===== config.mk =====
export PLATFORM = sky130hd
export DESIGN_NAME = idecode_flat
export DESIGN_NICKNAME = d
export VERILOG_FILES = /design/src/rtl/idecode_pkg.sv /design/src/rtl/idecode_if.sv /design/src/rtl/idecode_registerfile.sv /design/src/rtl/idecode.sv /design/src/flat_wrapper.sv
export SDC_FILE = /design/constraint.sdc
export NUM_CORES = 2
export LEC_CHECK = 0
export ABC_AREA = 1
export BUFFER_PORTS_ARGS = -buffer_cell sky130_fd_sc_hd__buf_2
export CAP_MARGIN = 20
export CORE_MARGIN = 5
export CORE_UTILIZATION = 30
export CTS_CLUSTER_DIAMETER = 30
export DETAILED_ROUTE_END_ITERATION = 7
export PLACE_DENSITY_LB_ADDON = 0.1
export SLEW_MARGIN = 10
export SYNTH_ARGS = -nofsm -noshare
export SYNTH_HDL_FRONTEND = slang
export SYNTH_SLANG_ARGS = --single-unit

===== constraint.sdc =====
create_clock -name clk_i -period 24.5 [get_ports clk_i]
set_input_delay 1.225 -clock clk_i [delete_from_list [all_inputs] [get_ports clk_i]]
set_output_delay 1.225 -clock clk_i [all_outputs]
set_load 0.02 [all_outputs]

===== src/rtl/idecode_pkg.sv =====
// Shared bexkat1 decode definitions: instruction type codes, field positions and
// the decoded-field struct used by decode and execute.
package idecode_pkg;

  localparam int          REGS     = 16;
  localparam int          AW       = $clog2(REGS);
  localparam int          DW       = 32;
  localparam logic [31:0] RESET_PC = 32'hfffffffc;

  localparam int TYPE_MSB = 31;
  localparam int TYPE_LSB = 28;
  localparam int OP_MSB   = 27;
  localparam int OP_LSB   = 24;
  localparam int RA_MSB   = 23;
  localparam int RA_LSB   = 20;
  localparam int RB_MSB   = 19;
  localparam int RB_LSB   = 16;
  localparam int RC_MSB   = 15;
  localparam int RC_LSB   = 12;
  localparam int SIMM_MSB = 15;
  localparam int SIMM_LSB = 1;
  localparam int LONG_BIT = 0;

  typedef enum logic [3:0] {
    T_INH    = 4'h0,
    T_PUSH   = 4'h1,
    T_POP    = 4'h2,
    T_CMP    = 4'h3,
    T_MOV    = 4'h4,
    T_INTU   = 4'h5,
    T_INT    = 4'h6,
    T_FPU    = 4'h7,
    T_FP     = 4'h8,
    T_ALU    = 4'h9,
    T_LOAD   = 4'ha,
    T_STORE  = 4'hb,
    T_BRANCH = 4'hc,
    T_JUMP   = 4'hd,
    T_LDI    = 4'he,
    T_HALT   = 4'hf
  } itype_t;

  typedef struct packed {
    itype_t      itype;
    logic [3:0]  op;
    logic [3:0]  ra;
    logic [3:0]  rb;
    logic [3:0]  rc;
    logic        is_long;
    logic [31:0] imm;
  } fields_t;

  function automatic fields_t decode_fields(input logic [63:0] ir);
    fields_t f;
    f.itype   = itype_t'(ir[TYPE_MSB:TYPE_LSB]);
    f.op      = ir[OP_MSB:OP_LSB];
    f.ra      = ir[RA_MSB:RA_LSB];
    f.rb      = ir[RB_MSB:RB_LSB];
    f.rc      = ir[RC_MSB:RC_LSB];
    f.is_long = ir[LONG_BIT];
    f.imm     = ir[LONG_BIT] ? ir[63:32] : {{17{ir[SIMM_MSB]}}, ir[SIMM_MSB:SIMM_LSB]};
    return f;
  endfunction

endpackage


===== src/rtl/idecode_if.sv =====
// Signal bundle between fetch/writeback (master side) and the decode stage (slave side).
interface idecode_if;
  // Flow control: ir_i/pc_i are taken at a clock edge only while stall_o is low;
  // while stall_o is high fetch must hold ir_i/pc_i unchanged. flush_i discards
  // whatever decode would have loaded and is not gated by stall_o.
  logic [63:0] ir_i;
  logic [31:0] pc_i;
  logic        stall_i;
  logic        flush_i;
  logic        wb_we_i;
  logic [3:0]  wb_reg_i;
  logic [31:0] wb_dat_i;
  logic        stall_o;
  logic        halt_o;
  logic [63:0] ir_o;
  logic [31:0] pc_o;
  logic [31:0] ra_o;
  logic [31:0] rb_o;
  logic [31:0] rc_o;
  logic [31:0] imm_o;

  modport master (
    output ir_i, pc_i, stall_i, flush_i, wb_we_i, wb_reg_i, wb_dat_i,
    input  stall_o, halt_o, ir_o, pc_o, ra_o, rb_o, rc_o, imm_o
  );

  modport slave (
    input  ir_i, pc_i, stall_i, flush_i, wb_we_i, wb_reg_i, wb_dat_i,
    output stall_o, halt_o, ir_o, pc_o, ra_o, rb_o, rc_o, imm_o
  );
endinterface


===== src/rtl/idecode_registerfile.sv =====
// General register file: three combinational read ports with write-through
// bypass, one write port, asynchronous clear.
module registerfile #(
  parameter int REGS = 16,
  parameter int DW   = 32,
  parameter int AW   = $clog2(REGS)
) (
  input  logic          clk_i,
  input  logic          rst_i,
  input  logic          we,
  input  logic [AW-1:0] waddr,
  input  logic [DW-1:0] wdat,
  input  logic [AW-1:0] raddr_a,
  input  logic [AW-1:0] raddr_b,
  input  logic [AW-1:0] raddr_c,
  output logic [DW-1:0] rdat_a,
  output logic [DW-1:0] rdat_b,
  output logic [DW-1:0] rdat_c
);

  logic [DW-1:0] regs [REGS];

  always_ff @(posedge clk_i or posedge rst_i) begin
    if (rst_i) begin
      for (int i = 0; i < REGS; i++) regs[i] <= '0;
    end else if (we) begin
      regs[waddr] <= wdat;
    end
  end

  // Bypass lets decode see the value writeback commits at this same edge.
  assign rdat_a = (we && waddr == raddr_a) ? wdat : regs[raddr_a];
  assign rdat_b = (we && waddr == raddr_b) ? wdat : regs[raddr_b];
  assign rdat_c = (we && waddr == raddr_c) ? wdat : regs[raddr_c];

endmodule


===== src/rtl/idecode.sv =====
// bexkat1 decode stage: field split, operand read, immediate forming,
// load-use hazard detection and the ID/EX pipeline register.
module idecode
  import idecode_pkg::*;
#(
  parameter int          REGS     = idecode_pkg::REGS,
  parameter logic [31:0] RESET_PC = idecode_pkg::RESET_PC
) (
  input  logic       clk_i,
  input  logic       rst_i,
  idecode_if.slave   bus
);

  itype_t      in_type;
  itype_t      ld_type;
  logic [3:0]  in_ra, in_rb, in_rc, ld_ra;
  logic [31:0] imm_next;
  logic [31:0] rdat_a, rdat_b, rdat_c;
  logic        hazard;

  logic [63:0] ir_q;
  logic [31:0] pc_q, ra_q, rb_q, rc_q, imm_q;
  logic        halt_q;

  assign in_type  = itype_t'(bus.ir_i[TYPE_MSB:TYPE_LSB]);
  assign in_ra    = bus.ir_i[RA_MSB:RA_LSB];
  assign in_rb    = bus.ir_i[RB_MSB:RB_LSB];
  assign in_rc    = bus.ir_i[RC_MSB:RC_LSB];
  assign ld_type  = itype_t'(ir_q[TYPE_MSB:TYPE_LSB]);
  assign ld_ra    = ir_q[RA_MSB:RA_LSB];
  assign imm_next = bus.ir_i[LONG_BIT] ? bus.ir_i[63:32]
                                       : {{17{bus.ir_i[SIMM_MSB]}}, bus.ir_i[SIMM_MSB:SIMM_LSB]};

  registerfile #(.REGS(REGS), .DW(32)) u_regs (
    .clk_i   (clk_i),
    .rst_i   (rst_i),
    .we      (bus.wb_we_i),
    .waddr   (bus.wb_reg_i),
    .wdat    (bus.wb_dat_i),
    .raddr_a (in_ra),
    .raddr_b (in_rb),
    .raddr_c (in_rc),
    .rdat_a  (rdat_a),
    .rdat_b  (rdat_b),
    .rdat_c  (rdat_c)
  );

  // A load in ID/EX whose destination is a source of the incoming instruction
  // must not forward yet; ra counts as a source only for stores.
  always_comb begin
    hazard = 1'b0;
    if (ir_q != '0 && ld_type == T_LOAD && bus.ir_i != '0) begin
      hazard = (ld_ra == in_rb) || (ld_ra == in_rc) ||
               (in_type == T_STORE && ld_ra == in_ra);
    end
  end

  // flush_i deliberately stays out of stall_o so fetch handles it on its own path.
  assign bus.stall_o = hazard | bus.stall_i;

  always_ff @(posedge clk_i or posedge rst_i) begin
    if (rst_i) begin
      ir_q   <= '0;
      pc_q   <= RESET_PC;
      ra_q   <= '0;
      rb_q   <= '0;
      rc_q   <= '0;
      imm_q  <= '0;
      halt_q <= 1'b0;
    end else if (bus.flush_i) begin
      ir_q  <= '0;
      imm_q <= '0;
    end else if (bus.stall_i) begin
      ir_q <= ir_q;
    end else if (hazard) begin
      ir_q <= '0;
    end else begin
      ir_q  <= bus.ir_i;
      pc_q  <= bus.pc_i;
      ra_q  <= rdat_a;
      rb_q  <= rdat_b;
      rc_q  <= rdat_c;
      imm_q <= imm_next;
      if (in_type == T_HALT) halt_q <= 1'b1;
    end
  end

  assign bus.ir_o   = ir_q;
  assign bus.pc_o   = pc_q;
  assign bus.ra_o   = ra_q;
  assign bus.rb_o   = rb_q;
  assign bus.rc_o   = rc_q;
  assign bus.imm_o  = imm_q;
  assign bus.halt_o = halt_q;

endmodule

===== src/flat_wrapper.sv =====
// flat-port wrapper written by rule: the top's interface ports become plain ports
module idecode_flat import idecode_pkg::*;
#(
  parameter int          REGS     = idecode_pkg::REGS,
  parameter logic [31:0] RESET_PC = idecode_pkg::RESET_PC
)
  (clk_i, rst_i, bus_ir_i, bus_pc_i, bus_stall_i, bus_flush_i, bus_wb_we_i, bus_wb_reg_i, bus_wb_dat_i, bus_stall_o, bus_halt_o, bus_ir_o, bus_pc_o, bus_ra_o, bus_rb_o, bus_rc_o, bus_imm_o);
  idecode_if bus_i ();
  input  logic clk_i;
  input  logic rst_i;
  input wire logic [$bits(bus_i.ir_i)-1:0] bus_ir_i;
  input wire logic [$bits(bus_i.pc_i)-1:0] bus_pc_i;
  input wire logic [$bits(bus_i.stall_i)-1:0] bus_stall_i;
  input wire logic [$bits(bus_i.flush_i)-1:0] bus_flush_i;
  input wire logic [$bits(bus_i.wb_we_i)-1:0] bus_wb_we_i;
  input wire logic [$bits(bus_i.wb_reg_i)-1:0] bus_wb_reg_i;
  input wire logic [$bits(bus_i.wb_dat_i)-1:0] bus_wb_dat_i;
  output wire logic [$bits(bus_i.stall_o)-1:0] bus_stall_o;
  output wire logic [$bits(bus_i.halt_o)-1:0] bus_halt_o;
  output wire logic [$bits(bus_i.ir_o)-1:0] bus_ir_o;
  output wire logic [$bits(bus_i.pc_o)-1:0] bus_pc_o;
  output wire logic [$bits(bus_i.ra_o)-1:0] bus_ra_o;
  output wire logic [$bits(bus_i.rb_o)-1:0] bus_rb_o;
  output wire logic [$bits(bus_i.rc_o)-1:0] bus_rc_o;
  output wire logic [$bits(bus_i.imm_o)-1:0] bus_imm_o;
  assign bus_i.ir_i = bus_ir_i;
  assign bus_i.pc_i = bus_pc_i;
  assign bus_i.stall_i = bus_stall_i;
  assign bus_i.flush_i = bus_flush_i;
  assign bus_i.wb_we_i = bus_wb_we_i;
  assign bus_i.wb_reg_i = bus_wb_reg_i;
  assign bus_i.wb_dat_i = bus_wb_dat_i;
  assign bus_stall_o = bus_i.stall_o;
  assign bus_halt_o = bus_i.halt_o;
  assign bus_ir_o = bus_i.ir_o;
  assign bus_pc_o = bus_i.pc_o;
  assign bus_ra_o = bus_i.ra_o;
  assign bus_rb_o = bus_i.rb_o;
  assign bus_rc_o = bus_i.rc_o;
  assign bus_imm_o = bus_i.imm_o;
  idecode #(.REGS(REGS), .RESET_PC(RESET_PC)) u_core (.clk_i(clk_i), .rst_i(rst_i), .bus(bus_i));
endmodule

==> qor.yml <==
outcome:
  status: "finished clean"
clock_network:
  cts_setup_buffers: 0
  cts_tree: "built"
  numCtsBuffers: 208
  cts_buffer_depth: 3
  ctsHoldBuffers: 0
  cts.repair.resized: 0
  cts_sinks: 737
  cts_root_buffer: "clkbuf_16"
  htreeDepth: 4
  clk_pin_slew_worst_paths_ns: 0.04
  clock_latency_ns: 0.83
timing:
  drv_slew: 0
  finalHoldViolCount: 0
  fin_skew_ns: 0.0587
  timing.final.crit_share_pct: 22.6
  rsz0062_at_grt: "false"
  setup_viol: 0
  setup_tns_ns: 0
  fmax_mhz: 181
  slew_headroom_pct: 23.5
  finalCriticalPeriod_ns: 5.54
  worstMarginPinSlew_ns: 1.15
worst_setup_path:
  crit_slowest_cell: "inv_6"
  arrival_ns: 4.31
  path_cells: "buf_6, inv_6, nand3_1, nor2_1, nand2_1, nor2_1, nand2_1, nand3_4, buf_4, nand2_1, buf_4, buf_2"
  cp-end-kind: "output pin"
  required_ns: 23.27
  cp.depth: 12
  critPathBufInv: 5
  criticalPathCategory: "in -> out"
  cpPeakStageDelay_ns: 0.80
  path_common_cell: "nand2_1"
  ff2ff_path_depth: 12
  worstPathMaxFanout: 78
  path_delay_family: "buffers and inverters"
  cp-start-kind: "input port"
  crit-reg2reg-launch: "u_core.bus.ir_o[20]$_DFFE_PP0P_"
  crit_start: "bus_ir_i[17]"
yosys:
  syn_nets: 7153
  ys.warnings.count: 0
  synth_cell_type_count: 27
  syn_avg_cell_area_um2: 6.51
  yosys_register_bits: 737
  syn_inst: 7016
  netlist_area_mm2: 0.0457
  ys_seq_area_share_pct: 40.5
place:
  io_buffers: 362
  dpl.hpwl_um: 128000
  gp_congestion: 0.838
drt:
  routed_wl_um: 225000
  vias_per_cell: 5.33
  dr.pass1.iters: 6
  ant_nets: 0
  dr.first_iter.drc_count: 5887
  drc: 0
  wl_per_cell_um: 24.2
  vias: 49700
grt:
  grt-busiest-layer: "met2"
  grtUsageMet3_pct: 5.89
  met2_usage_pct: 41.8
  grt_pass1_vias: 47400
  grt_usage_pct: 27.3
  gr-usage-met1_pct: 38.4
  grt_pass1_wl_um: 329000
  overflow: 0
  antenna_found_initial: 6
  grt_max_degree: 149
pwr:
  peakVddDrop_mv: 0.0557
  switchingPower_mw: 1.79
  sw_frac_of_total_pct: 32.4
  internal_power_mw: 3.72
  clockPowerShare_pct: 51.6
  power_density_mw_per_mm2: 98.3
  p_seq_share_pct: 28.3
  p_leak_nw: 29.2
  combPwrFrac_pct: 20.1
finish:
  num-nets-final: 7242
  final_core_util_pct: 37.0
  final.fill_count: 16400
  drive_above_1_share_pct: 12.5
  syn_to_final_growth_pct: 22.8
floorplan:
  io_pins: 363
  start_util_pct: 30.1
  die-area_mm2: 0.160
  die_w_um: 400
  rows: 143
  fp.dieH_um: 400
  coreArea_mm2: 0.152
hold_path:
  hold_depth: 2
  min_from: "u_core.bus.pc_o[3]$_DFFE_PP1P_"
  hp-class: "reg -> reg"
job:
  cap_viol_max_count: 0
==> path summary, 6_finish.rpt <==
kind / slack, ns / to
worst max-delay path: 18.96 / bus_stall_o
worst min-delay path: 0.45 / u_core.bus.pc_o[3]$_DFFE_PP1P_
worst max register to register: 20.89 / u_core.bus.rc_o[5]$_DFFE_PP0P_
worst min register to register: 0.45 / u_core.bus.pc_o[3]$_DFFE_PP1P_
max in group asynchronous: 20.71 / u_core.u_regs.regs[228]$_DFFE_PP0P_
min in group asynchronous: 0.53 / u_core.u_regs.regs[407]$_DFFE_PP0P_
==> cells in the mapped netlist, drive strengths merged <==
cell type	number	area, um2
nand2	2785	10500
nand3	1453	7280
dfrtp	707	17700
inv	621	2330
o21ai	610	3200
clkbuf	306	1150
buf	259	1300
nand4	161	1010
nor2	56	213
dfstp	30	788
xor2	9	78.8
nor3	5	40.0
o22ai	5	31.3
a21oi	4	23.8
nor4	3	63.8
o211ai	1	7.51
o21bai	1	7.51
==> layout make-up <==
cell class	count	area [um2]	area share, %
Multi-Input combinational cell	5093	22600	40.3
Antenna cell	1	2.50	0.00446
Inverter	621	2390	4.26
Clock buffer	286	5890	10.5
Sequential cell	737	18500	33.0
Tap cell	2030	2540	4.53
Clock inverter	104	1610	2.87
Timing Repair Buffer	444	2560	4.56
==> registers in the layout, indices dropped and copies added (netlist names) <==
signal and flops:
u_core.bus.imm_o 32, u_core.u_regs.regs 512, u_core.bus.rb_o 32, u_core.bus.pc_o 32, u_core.bus.halt_o 1, u_core.bus.ir_o 64
u_core.bus.ra_o 32, u_core.bus.rc_o 32
==> cell families (layout without fill, tap and decap cells) <==
kind of cell    Yosys count  in the layout  synth area share (%)
compound gates          621            621                  7.17
xor+xnor                  9              9                 0.173
buf+inv                1186           1455                  10.5
flops                   737            737                  40.5
other cells               0              1                     0
simple gates           4463           4463                  41.7
==> power by group through the flow <==
stage	clock (mW)	sequential (mW)	combinational, mW
after floorplan	0	1.61	0.687
after global placement	0	1.57	1.08
after detailed placement	0	1.57	1.09
after CTS	2.88	1.56	1.10
after global routing	2.95	1.58	1.24
final	2.84	1.56	1.11
==> metrics by stage <==
step                      power, mW  cells  instance area, um2  worst slack [ns]  hold WS (ns)
final                          5.51   9316               56100             18.96         0.455
after global routing           5.77   9316               56100             18.78         0.471
after CTS                      5.53   9314               56000             18.97         0.457
after detailed placement       2.66   8924               48500             18.96         0.451
after global placement         2.65   8924               48500             18.92         0.456
after floorplan                2.29   7016               45700              2.65         0.453
==> per-layer routing <==
metal / routed length [um] / share of wire [%]
met1: 99500 / 44
met2: 98100 / 44
met3: 20500 / 9.1
met4: 6900 / 3.1
met5: 13 / 0.0058
==> tightest hold or removal path: stages, from the launching register on <==
cell	delay, ns
dfstp_2	0.36
nand2_1	0.05
nand2_1	0.04
==> placed cells by master, fill, tap and decap left out, types with 27 or more instances in the layout <==
master,synthesis,routed
nand2_1,2785,2774
nand3_1,1451,1446
dfrtp_1,707,707
inv_1,605,599
o21ai_0,542,542
buf_2,162,351
clkbuf_16,0,209
nand4_1,161,161
buf_4,17,82
nor2_1,55,54
o21ai_2,40,40
clkbuf_1,306,40
clkbuf_8,0,37
clkinv_2,0,36
dfstp_2,30,30
o21ai_1,28,28
bufinv_16,0,27
No activity file was read; power rests on OpenSTA's default activity.
